===== src/rtl/dct_job_sequencer.sv =====
// dct_job_sequencer: runs one DCT job on avalon_dct (configure, load N samples, poll and unload N results)
module dct_job_sequencer #(
  parameter int MAX_SIZE = 256,
  parameter int NBITS = 16,
  parameter int ADDR_W = 16,
  parameter int TIMEOUT = 1024
) (
  input  logic              clk,
  input  logic              reset,
  input  logic              start,
  input  logic              abort,
  input  logic [ADDR_W-1:0] src_base,
  input  logic [ADDR_W-1:0] dst_base,
  input  logic [8:0]        length,
  input  logic [NBITS-1:0]  q_m,
  output logic              busy,
  output logic              done,
  output logic [1:0]        status,
  output logic [ADDR_W-1:0] mem_addr,
  output logic              mem_read,
  output logic              mem_write,
  output logic [NBITS-1:0]  mem_wdata,
  input  logic [NBITS-1:0]  mem_rdata,
  output logic [7:0]        dct_address,
  output logic              dct_read,
  output logic              dct_write,
  output logic [NBITS-1:0]  dct_writedata,
  input  logic [NBITS-1:0]  dct_readdata,
  input  logic              dct_done
);
  localparam int TW = $clog2(TIMEOUT + 1);
  typedef enum logic [2:0] {IDLE, CFG_Q, CFG_SIZE, LD_RD, LD_WR, UL_RD, UL_WR, FIN} state_t;
  state_t state_q, state_d;
  logic [8:0] k_q, k_d, len_q, len_d, kn;
  logic [TW-1:0] timer_q, timer_d, tn;
  logic [ADDR_W-1:0] src_q, src_d, dst_q, dst_d, mem_addr_q, mem_addr_d;
  logic [NBITS-1:0] mem_wdata_q, mem_wdata_d, wdata_q, wdata_d;
  logic [7:0] dct_address_q, dct_address_d;
  logic [1:0] status_q, status_d;
  logic busy_q, busy_d, done_q, done_d;
  logic mem_read_q, mem_read_d, mem_write_q, mem_write_d;
  logic dct_read_q, dct_read_d, dct_write_q, dct_write_d;
  logic last, bad_len;
  assign kn = k_q + 9'd1;
  assign tn = timer_q + TW'(1);
  assign last = k_q == len_q - 9'd1;
  assign bad_len = length < 9'd2 || 32'(length) > MAX_SIZE;
  // Outputs are registered from the next state, so each strobe is visible in the cycle its state is occupied.
  always_comb begin
    state_d = state_q;
    k_d = k_q;
    timer_d = timer_q;
    src_d = src_q;
    dst_d = dst_q;
    len_d = len_q;
    status_d = status_q;
    done_d = 1'b0;
    mem_addr_d = mem_addr_q;
    mem_wdata_d = mem_wdata_q;
    dct_address_d = dct_address_q;
    wdata_d = wdata_q;
    mem_read_d = 1'b0;
    mem_write_d = 1'b0;
    dct_read_d = 1'b0;
    dct_write_d = 1'b0;
    if (abort && state_q != IDLE && state_q != FIN) begin
      state_d = FIN;
      status_d = 2'd3;
      done_d = 1'b1;
    end else begin
      case (state_q)
        IDLE: if (start && !abort) begin
          src_d = src_base;
          dst_d = dst_base;
          len_d = length;
          status_d = bad_len ? 2'd1 : 2'd0;
          done_d = bad_len;
          if (!bad_len) begin
            state_d = CFG_Q;
            dct_write_d = 1'b1;
            dct_address_d = 8'd2;
            wdata_d = q_m;
          end
        end
        CFG_Q: begin
          state_d = CFG_SIZE;
          dct_write_d = 1'b1;
          dct_address_d = 8'd0;
          wdata_d = NBITS'(len_q);
        end
        CFG_SIZE: begin
          state_d = LD_RD;
          k_d = '0;
          mem_read_d = 1'b1;
          mem_addr_d = src_q;
        end
        LD_RD: begin
          state_d = LD_WR;
          dct_write_d = 1'b1;
          dct_address_d = 8'd1;
        end
        LD_WR: if (last) begin
          state_d = UL_RD;
          k_d = '0;
          timer_d = '0;
          dct_read_d = 1'b1;
          dct_address_d = 8'd0;
        end else begin
          state_d = LD_RD;
          k_d = kn;
          mem_read_d = 1'b1;
          mem_addr_d = src_q + ADDR_W'(kn);
        end
        UL_RD: if (dct_done) begin
          state_d = UL_WR;
          mem_write_d = 1'b1;
          mem_addr_d = dst_q + ADDR_W'(k_q);
          mem_wdata_d = dct_readdata;
        end else if (tn == TW'(TIMEOUT)) begin
          state_d = FIN;
          status_d = 2'd2;
          done_d = 1'b1;
        end else begin
          timer_d = tn;
          dct_read_d = 1'b1;
        end
        UL_WR: if (last) begin
          state_d = FIN;
          done_d = 1'b1;
        end else begin
          state_d = UL_RD;
          k_d = kn;
          timer_d = '0;
          dct_read_d = 1'b1;
          dct_address_d = kn[7:0];
        end
        FIN: state_d = IDLE;
        default: state_d = IDLE;
      endcase
    end
    busy_d = state_d != IDLE;
  end
  always_ff @(posedge clk) begin
    if (!reset) begin
      state_q <= IDLE;
      k_q <= '0;
      timer_q <= '0;
      src_q <= '0;
      dst_q <= '0;
      len_q <= '0;
      status_q <= '0;
      busy_q <= 1'b0;
      done_q <= 1'b0;
      mem_addr_q <= '0;
      mem_wdata_q <= '0;
      dct_address_q <= '0;
      wdata_q <= '0;
      mem_read_q <= 1'b0;
      mem_write_q <= 1'b0;
      dct_read_q <= 1'b0;
      dct_write_q <= 1'b0;
    end else begin
      state_q <= state_d;
      k_q <= k_d;
      timer_q <= timer_d;
      src_q <= src_d;
      dst_q <= dst_d;
      len_q <= len_d;
      status_q <= status_d;
      busy_q <= busy_d;
      done_q <= done_d;
      mem_addr_q <= mem_addr_d;
      mem_wdata_q <= mem_wdata_d;
      dct_address_q <= dct_address_d;
      wdata_q <= wdata_d;
      mem_read_q <= mem_read_d;
      mem_write_q <= mem_write_d;
      dct_read_q <= dct_read_d;
      dct_write_q <= dct_write_d;
    end
  end
  assign busy = busy_q;
  assign done = done_q;
  assign status = status_q;
  assign mem_addr = mem_addr_q;
  assign mem_read = mem_read_q;
  assign mem_write = mem_write_q;
  assign mem_wdata = mem_wdata_q;
  assign dct_address = dct_address_q;
  assign dct_read = dct_read_q;
  assign dct_write = dct_write_q;
  // SRAM data only arrives in the LD_WR cycle, so it is forwarded straight to the peripheral.
  assign dct_writedata = state_q == LD_WR ? mem_rdata : wdata_q;
endmodule


===== config.mk =====
export PLATFORM = sky130hd
export DESIGN_NAME = dct_job_sequencer
export DESIGN_NICKNAME = d
export VERILOG_FILES = /design/src/rtl/dct_job_sequencer.sv
export SDC_FILE = /design/constraint.sdc
export NUM_CORES = 1
export LEC_CHECK = 0
export CAP_MARGIN = 20
export CORE_ASPECT_RATIO = 1.4
export CORE_MARGIN = 5
export CORE_UTILIZATION = 40
export DETAILED_ROUTE_END_ITERATION = 8
export MAX_ROUTING_LAYER = met4
export PLACE_DENSITY = 0.7
export SYNTH_ARGS = -nofsm -noshare
export SYNTH_HDL_FRONTEND = slang
export SYNTH_SLANG_ARGS = --single-unit

===== constraint.sdc =====
create_clock -name clk -period 6.8 [get_ports clk]
set_input_delay 1.02 -clock clk [delete_from_list [all_inputs] [get_ports clk]]
set_output_delay 1.02 -clock clk [all_outputs]
set_load 0.03 [all_outputs]

==> results of run 1 <==
==> state kept, by name, indices dropped and copies added, names as in the netlist <==
name         count
status           2
mem_addr        16
mem_read         1
src_q           16
mem_write        1
len_q            9
dct_address      8
timer_q         11
wdata_q         16
k_q              9
busy             1
state_q          3
mem_wdata       16
dct_read         1
dct_write        1
done             1
dst_q           16
==> area by class of cell <==
type / instances / area, µm² / area share
Multi-Input combinational cell: 786 / 4580 / 0.469
Sequential cell: 128 / 2560 / 0.262
Timing Repair Buffer: 167 / 1640 / 0.168
Clock buffer: 18 / 429 / 0.0439
Tap cell: 244 / 305 / 0.0312
Clock inverter: 14 / 180 / 0.0184
Inverter: 20 / 75.1 / 0.00768
==> where the power goes <==
group | leakage [µW] | total [µW] | internal (µW) | switching, µW
sequential | 0.00104 | 939 | 843 | 95.9
clock | 0.000286 | 956 | 583 | 372
combinational | 0.00239 | 1090 | 423 | 668
==> cells by family after synthesis <==
group / after synthesis / synth area share
compound gates: 239 / 0.209
xor+xnor: 30 / 0.0352
fa+ha+maj: 25 / 0.0439
buf+inv: 77 / 0.0443
flops: 128 / 0.344
mux: 36 / 0.0485
simple gates: 456 / 0.276
==> critical path, stage by stage, from the launching register on <==
cell             delay, ns
dfxtp_1               0.64
clkinv_1              0.38
nor2_1                0.18
buf_4                 0.22
nand2_1               0.50
nand2_1               0.22
nand2_1               0.07
clkdlybuf4s50_1       0.60
==> layout by cell type, fill, tap and decap left out, types with 4 or more instances in the layout <==
cell / count
a211o_1: 4
a211oi_1: 25
a21o_1: 8
a21oi_1: 93
a221oi_1: 4
a31oi_1: 5
and2_1: 4
and3_1: 10
buf_4: 10
clkbuf_16: 17
clkdlybuf4s50_1: 156
clkinvlp_4: 4
dfxtp_1: 128
ha_1: 23
inv_1: 18
inv_6: 5
mux2i_1: 35
nand2_1: 268
nand2b_1: 6
nand3_1: 29
nand4_1: 13
nor2_1: 59
nor2b_1: 6
nor3_1: 22
nor4_1: 6
o211ai_1: 10
o21a_1: 7
o21ai_0: 31
o22ai_1: 8
o31ai_1: 5
or3_1: 5
xnor2_1: 19
xor2_1: 11
==> worst min-delay path by stage <==
stage | start | cells after the start | to
floorplan | timer_q[10] | 1 | timer_q[10]
global placement | mem_wdata[7] | 2 | mem_wdata[7]
detailed placement | mem_wdata[6] | 2 | mem_wdata[6]
CTS | mem_wdata[6] | 2 | mem_wdata[6]
global route | mem_wdata[6] | 2 | mem_wdata[6]
finish | mem_wdata[6] | 2 | mem_wdata[6]
==> layer usage <==
| metal | global-route usage | share of wire |
|---|---|---|
| met1 | 0.250 | 0.42 |
| met2 | 0.365 | 0.49 |
| met3 | 0.0438 | 0.056 |
| met4 | 0.100 | 0.038 |
| met5 | - | 0 |
==> through the flow <==
step                total power, µW  std cells
floorplan                      1690        991
global placement               2020       1344
detailed placement             2030       1345
CTS                            2990       1377
global route                   3140       1377
finish                         2980       1377
==> results_dict.tcl, run 1 <==
set metrics [dict create \
    status "completed" \
    worst_slew_pin_slew_ns 0.903 \
    drcViolationCount 0 \
    ys_top_cells_by_count "nand2_1, dfxtp_1, a21oi_1, nor2_1, clkbuf_1" \
    cts_buffers 17 \
    synthTopCellsByArea "dfxtp_1, nand2_1, a21oi_1" \
    fin_tns_setup_ns 0 \
    powerDensity_nw_per_um2 305 \
    grt-ovfl-total 0 \
    grt_max_degree 63 \
    clockBufferDepth 2 \
    crit_fanout 21 \
    async_flop_share 0 \
    final_core_util 0.529 \
    nFillCells 1810 \
    max_slew_margin 0.382 \
    cts-resized-gates 0 \
    ir_drop_v 0.000141 \
    via_count 7583 \
    ys_seq_area_frac 0.344 \
    grt_usage 0.217 \
    worst_slack_ns 2.53 \
    synth_most_common_cell "nand2_1" \
    syn_to_final_growth_pct 31.0 \
    post-route-min-period_ns 4.27 \
    fin_crit_sh 0.628 \
    insertion_delay_ns 0.44 \
    die_area_um2 21500 \
    final_max_slew_viol_count 0 \
    clockRootBuffer "clkbuf_16" \
    rows 59 \
    power_leakage_uw 0.00372 \
    cts_setup_buffers 0 \
    fmax_mhz 234 \
    num_antenna_cells 0 \
    grt_pass1_wl_um 37000 \
    antenna_found_initial 0 \
    worst_setup_path_end_kind "primary output" \
    ctsHoldBuffers 0 \
    hp-class "reg -> reg" \
    hold_violations 0 \
    synth_edf_count 0 \
    hold_slack_ns 0.453 \
    synth_nets 1110 \
    io_pins 158 \
    synth-seq-cells 128 \
    synth_top_area_share 0.344 \
    die_h_um 172 \
    clock_sinks 128 \
    setup_viol_count_final 0 \
    rsz0062_at_grt "no" \
    start_util 0.404 \
    syn_area_um2 7460 \
    core_um2 18500 \
    drtPass1Iterations 6 \
    critPathCapture "dct_writedata[11]" \
    place_ws_ns 3.07 \
    cp.arrival_ns 3.25 \
    r2r_cells 13 \
    rr_startpoint "k_q[0]" \
    avgSynthCellArea_um2 7.53 \
    grt_pass1_vias 7391 \
    synth_cell_types 76 \
    path_clk_slew_ns 0.07 \
    yosysTopAreaCell "dfxtp_1" \
    start_kind "register" \
    cts_tree "built" \
    ys.warnings.count 0 \
    critical_path_class "reg -> out" \
    dp_hpwl_um 17200 \
    max-cap-violations 0 \
    ys.flop_type "dfxtp_1" \
    fin_nets 1239 \
    drive_gt1_frac 0.0583 \
    cts-htree-levels 4 \
    final_area_um2 9770 \
    viasPerCell 5.51 \
    cp.required_ns 5.78 \
    routed_wl_um 22900 \
    drt_iter0_drc 498 \
    timing.rr.end "mem_addr[7]" \
    portBuffers 157 \
    placed_area_um2 9160 \
    startpoint "state_q[2]" \
    syn_inst 991 \
    die_w_um 125 \
    ant_nets 0 \
    reg2reg_slack_ns 3.26 \
    routedWlPerCell_um 16.7 \
    gp_congestion 0.958 \
    clock_skew_ns 0.0132 \
]
Power figures use the tool's default switching activity.
==> inputs of run 2 (changes only) <==
--- a/config.mk
+++ b/config.mk
@@ -11,7 +11,7 @@
 export CORE_UTILIZATION = 40
 export DETAILED_ROUTE_END_ITERATION = 8
 export MAX_ROUTING_LAYER = met4
-export PLACE_DENSITY = 0.7
+export PLACE_DENSITY = 0.73
 export SYNTH_ARGS = -nofsm -noshare
 export SYNTH_HDL_FRONTEND = slang
 export SYNTH_SLANG_ARGS = --single-unit
==> constraint.sdc (replaced) <==
create_clock -name clk -period 3.6 [get_ports clk]
set_input_delay 0.54 -clock clk [delete_from_list [all_inputs] [get_ports clk]]
set_output_delay 0.54 -clock clk [all_outputs]
set_load 0.03 [all_outputs]
==> run 2 against run 1 <==
  * Clock skew shrank 0.0043 ns
  * Global-route usage rose by 0.26 points
  * Non-clock buffer count grew 12
  * Sequential share of layout area shrank 0.16 points
  * Routed wire length increased by 3.1%
  * Flip-flop and latch count unchanged
==> results_dict.tcl, run 2 (synthesis gave the netlist of run 1 again) <==
set metrics [dict create \
    p_sw_frac 0.396 \
    internal-power_uw 3360 \
    use_met2 0.373 \
    start_util 0.404 \
    final_common_cell "nand2_1" \
    post-route-min-period_ns 3.29 \
    cts-htree-levels 4 \
    fin_cells 1389 \
    num_antenna_cells 0 \
    rsz0062_at_grt "no" \
    grt_pass1_wl_um 37300 \
    ctsHoldBuffers 0 \
    cp.arrival_ns 2.75 \
    fin_nets 1251 \
    viasPerCell 5.54 \
    max_slew_margin 0.488 \
    hold_violations 0 \
    max-cap-violations 0 \
    routed_wl_um 23600 \
    die_area_um2 21500 \
    antenna_found_initial 0 \
    gp_congestion 0.931 \
    powerDensity_nw_per_um2 566 \
    io_pins 158 \
    cts_setup_buffers 0 \
    drtPass1Iterations 6 \
    worst_setup_path_end_kind "primary output" \
    placed_area_um2 9250 \
    clock_sinks 128 \
    cts-resized-gates 0 \
    drcViolationCount 0 \
    core_um2 18500 \
    power_leakage_uw 0.00377 \
    top_usage_layer "met2" \
    nFillCells 1764 \
    cts_tree "built" \
    grt-ovfl-total 0 \
    worst_slew_pin_slew_ns 0.765 \
    portBuffers 157 \
    seq_power_share 0.311 \
    die_h_um 172 \
    fmax_mhz 304 \
    rows 59 \
    met1_usage 0.259 \
    crit_fanout 17 \
    cp.required_ns 3.06 \
    ir_drop_v 0.000390 \
    dp_hpwl_um 18100 \
    syn_to_final_growth_pct 31.8 \
    grt_max_degree 53 \
    hp-class "reg -> reg" \
    grt_util_met3 0.0441 \
    switching_power_uw 2210 \
    clockRootBuffer "clkbuf_16" \
    insertion_delay_ns 0.42 \
    comb_power_share 0.384 \
    via_count 7697 \
    status "completed" \
    routedWlPerCell_um 17.0 \
    start_kind "register" \
    cts_buffers 17 \
    drive_gt1_frac 0.0690 \
    clockBufferDepth 2 \
    p_total_uw 5570 \
    pwr-share-clk 0.305 \
    placed_cells 1357 \
    path_clk_slew_ns 0.07 \
    ant_nets 0 \
    drt_iter0_drc 615 \
    grt_pass1_vias 7257 \
    fin_tns_setup_ns 0 \
    final_area_um2 9830 \
    critical_path_class "reg -> out" \
    final_max_slew_viol_count 0 \
    clock_skew_ns 0.00889 \
    fin_crit_sh 0.913 \
    layout_common_cells "nand2_1, clkdlybuf4s50_1, dfxtp_1, a21oi_1, nor2_1" \
    die_w_um 125 \
    setup_viol_count_final 0 \
    grt_usage 0.220 \
]
==> run 2: area by class of cell <==
class                   count  area, µm²  area share
well taps                 244        305      0.0310
flip-flops and latches    128       2560       0.261
inverters                  20       75.1     0.00763
repair buffers            179       1730       0.176
clock inverters            14        141      0.0144
clock buffers              18        439      0.0447
multi-input cells         786       4580       0.466
==> run 2: stage by stage <==
| step | worst slack (ns) | hold slack (ns) | util |
|---|---|---|---|
| after floorplan | 0.776 | 0.432 | - |
| after global placement | 0.466 | 0.439 | 0.501 |
| after detailed placement | 0.371 | 0.443 | 0.501 |
| after CTS | 0.308 | 0.452 | 0.533 |
| after global routing | 0.0616 | 0.466 | 0.533 |
| final | 0.311 | 0.451 | 0.533 |
==> run 2: final timing paths <==
check,end,start,slack [ns],depth (start not counted)
setup / recovery,dct_writedata[2],state_q[0],0.31,6
setup reg to reg,mem_addr[13],k_q[0],0.34,13
hold / removal,wdata_q[12],wdata_q[12],0.45,2
hold reg to reg,wdata_q[12],wdata_q[12],0.45,2
==> run 2: routing by layer <==
metal  routed length (µm)  up-vias  part of all wire
met1                 9820     3548              0.42
met2                11700      299              0.50
met3                 1470       46             0.062
met4                  615        0             0.026
met5                    0        -                 0
li1                     -     3804                 -
==> run 2: worst max-delay path, stage by stage, from the launching register on <==
cell,delay [ns]
dfxtp_1,0.33
buf_4,0.24
inv_1,0.24
nand2_1,0.54
nand2_1,0.18
nand2_1,0.11
clkdlybuf4s50_1,0.68
==> run 2: power by group through the flow <==
stage	sequential [µW]	combinational, µW	clock (µW)
2_1_floorplan	1830	1360	0
3_3_place_gp	1760	2120	0
3_5_place_dp	1760	2120	0
4_1_cts	1730	2130	1730
5_1_grt	1750	2330	1800
6_report	1730	2140	1700
==> inputs of run 3 (changes only) <==
--- a/config.mk
+++ b/config.mk
@@ -5,13 +5,13 @@
 export SDC_FILE = /design/constraint.sdc
 export NUM_CORES = 1
 export LEC_CHECK = 0
-export CAP_MARGIN = 20
+export CAP_MARGIN = 10
 export CORE_ASPECT_RATIO = 1.4
 export CORE_MARGIN = 5
 export CORE_UTILIZATION = 40
 export DETAILED_ROUTE_END_ITERATION = 8
 export MAX_ROUTING_LAYER = met4
-export PLACE_DENSITY = 0.73
+export PLACE_DENSITY = 0.7
 export SYNTH_ARGS = -nofsm -noshare
 export SYNTH_HDL_FRONTEND = slang
 export SYNTH_SLANG_ARGS = --single-unit
==> constraint.sdc (replaced) <==
create_clock -name clk -period 3.5 [get_ports clk]
set_input_delay 0.525 -clock clk [delete_from_list [all_inputs] [get_ports clk]]
set_output_delay 0.525 -clock clk [all_outputs]
set_load 0.03 [all_outputs]
==> run 3 against run 2 <==
  * Sequential power is 3% higher
  * Largest power group unchanged
  * Register-to-register slack worse by 0.12 ns
  * Die area stayed put
  * Design area is 0.70% higher
  * Clock power is 13% higher
  * Worst setup slack worse by 0.096 ns
  * Combinational power is 3% higher
  * First-iteration DRC count is 1.1% higher
  * Cell count is 0.14% higher
==> results_dict.tcl, run 3 (synthesis gave the netlist of run 1 again) <==
set metrics [dict create \
    grt_usage 0.221 \
    worst_setup_path_end_kind "register" \
    fin_nets 1253 \
    nFillCells 1792 \
    die_h_um 172 \
    grt-ovfl-total 0 \
    hold_slack_ns 0.452 \
    antenna_found_initial 0 \
    worst_slew_pin_slew_ns 0.759 \
    path_clk_slew_ns 0.06 \
    start_util 0.404 \
    grt_max_degree 42 \
    hold_violations 0 \
    cts-resized-gates 0 \
    p_total_uw 5900 \
    cts_setup_buffers 0 \
    critical_path_class "reg -> reg" \
    viasPerCell 5.45 \
    die_area_um2 21500 \
    num_antenna_cells 0 \
    path_cells "ha_1 -> and3_1 -> nand3_1 -> nand2_1 -> nand2_1 -> ha_1 -> a2111oi_0 -> o21ai_0 -> nand2_1 -> xnor2_1 -> a222oi_1 -> o211ai_1 -> o211a_1" \
    cp.arrival_ns 3.61 \
    clock_sinks 128 \
    final_common_cell "nand2_1" \
    clockBufferDepth 2 \
    clockRootBuffer "clkbuf_16" \
    die_w_um 125 \
    grt_pass1_wl_um 37100 \
    placed_cells 1359 \
    cpMostUsedCell "nand2_1" \
    power_leakage_uw 0.00380 \
    routed_wl_um 23500 \
    cp.required_ns 3.82 \
    drt_iter0_drc 622 \
    cts_buffers 17 \
    setup_viol_count_final 0 \
    routedWlPerCell_um 16.9 \
    drtPass1Iterations 5 \
    ir_drop_v 0.000310 \
    crit_fanout 8 \
    rows 59 \
    drcViolationCount 0 \
    core_um2 18500 \
    insertion_delay_ns 0.43 \
    portBuffers 157 \
    drive_gt1_frac 0.0706 \
    max_slew_margin 0.493 \
    syn_to_final_growth_pct 32.7 \
    clock_skew_ns 0.00877 \
    rsz0062_at_grt "no" \
    critPathSlowestCell "dfxtp_1" \
    fin_crit_sh 0.938 \
    cts_tree "built" \
    dp_hpwl_um 18200 \
    ctsHoldBuffers 0 \
    cts-htree-levels 4 \
    io_pins 158 \
    grt_pass1_vias 7244 \
    gp_congestion 0.978 \
    fmax_mhz 304 \
    fin_cells 1391 \
    post-route-min-period_ns 3.28 \
    status "completed" \
    powerDensity_nw_per_um2 596 \
    cpPeakStageDelay_ns 0.50 \
    final_max_slew_viol_count 0 \
    hp-class "reg -> reg" \
    fin_tns_setup_ns 0 \
    ant_nets 0 \
    via_count 7587 \
    max-cap-violations 0 \
    start_kind "register" \
    layout_common_cells "nand2_1, clkdlybuf4s50_1, dfxtp_1, a21oi_1, nor2_1" \
]
==> run 3: routing by layer <==
layer	up-vias	GRT usage	wire length, µm
li1	3812	-	-
met1	3469	0.257	9830
met2	259	0.373	11600
met3	47	0.0410	1310
met4	0	0.0986	735
met5	-	-	0
==> run 3: per-stage QoR <==
stage	instance area [µm²]	utilization	worst slack, ns
after floorplan	7460	-	0.676
after global placement	9270	0.502	0.328
after detailed placement	9270	0.502	0.233
after CTS	9900	0.537	0.235
after global routing	9900	0.537	0.00645
final	9900	0.537	0.216
==> run 3: area by class of cell <==
class	instances	area [µm²]	share of cell area
clock inverters	15	209	0.0211
well taps	244	305	0.0308
multi-input cells	786	4580	0.462
inverters	20	75.1	0.00758
repair buffers	181	1750	0.176
clock buffers	17	425	0.0430
flip-flops and latches	128	2560	0.259
==> run 3: worst paths after layout <==
check | start | to | slack [ns] | cells after the start
worst max-delay path | k_q[0] | mem_addr[7] | 0.22 | 13
worst max register to register | k_q[0] | mem_addr[7] | 0.22 | 13
worst min register to register | wdata_q[13] | wdata_q[13] | 0.45 | 2
worst min-delay path | wdata_q[13] | wdata_q[13] | 0.45 | 2
==> run 3: critical path: cells and delay by family, from the launching register on <==
family	cells	cell delay [ns]
flip-flops	1	0.50
adder cells (fa/ha/maj)	2	0.61
AND/OR/NAND/NOR	5	0.76
XOR/XNOR	1	0.10
AO/OA/AOI/OAI	5	1.24
==> run 3: report_power, final <==
part | switching [µW] | internal, µW
combinational | 1350 | 856
clock | 716 | 1200
sequential | 141 | 1640
total | 2210 | 3690
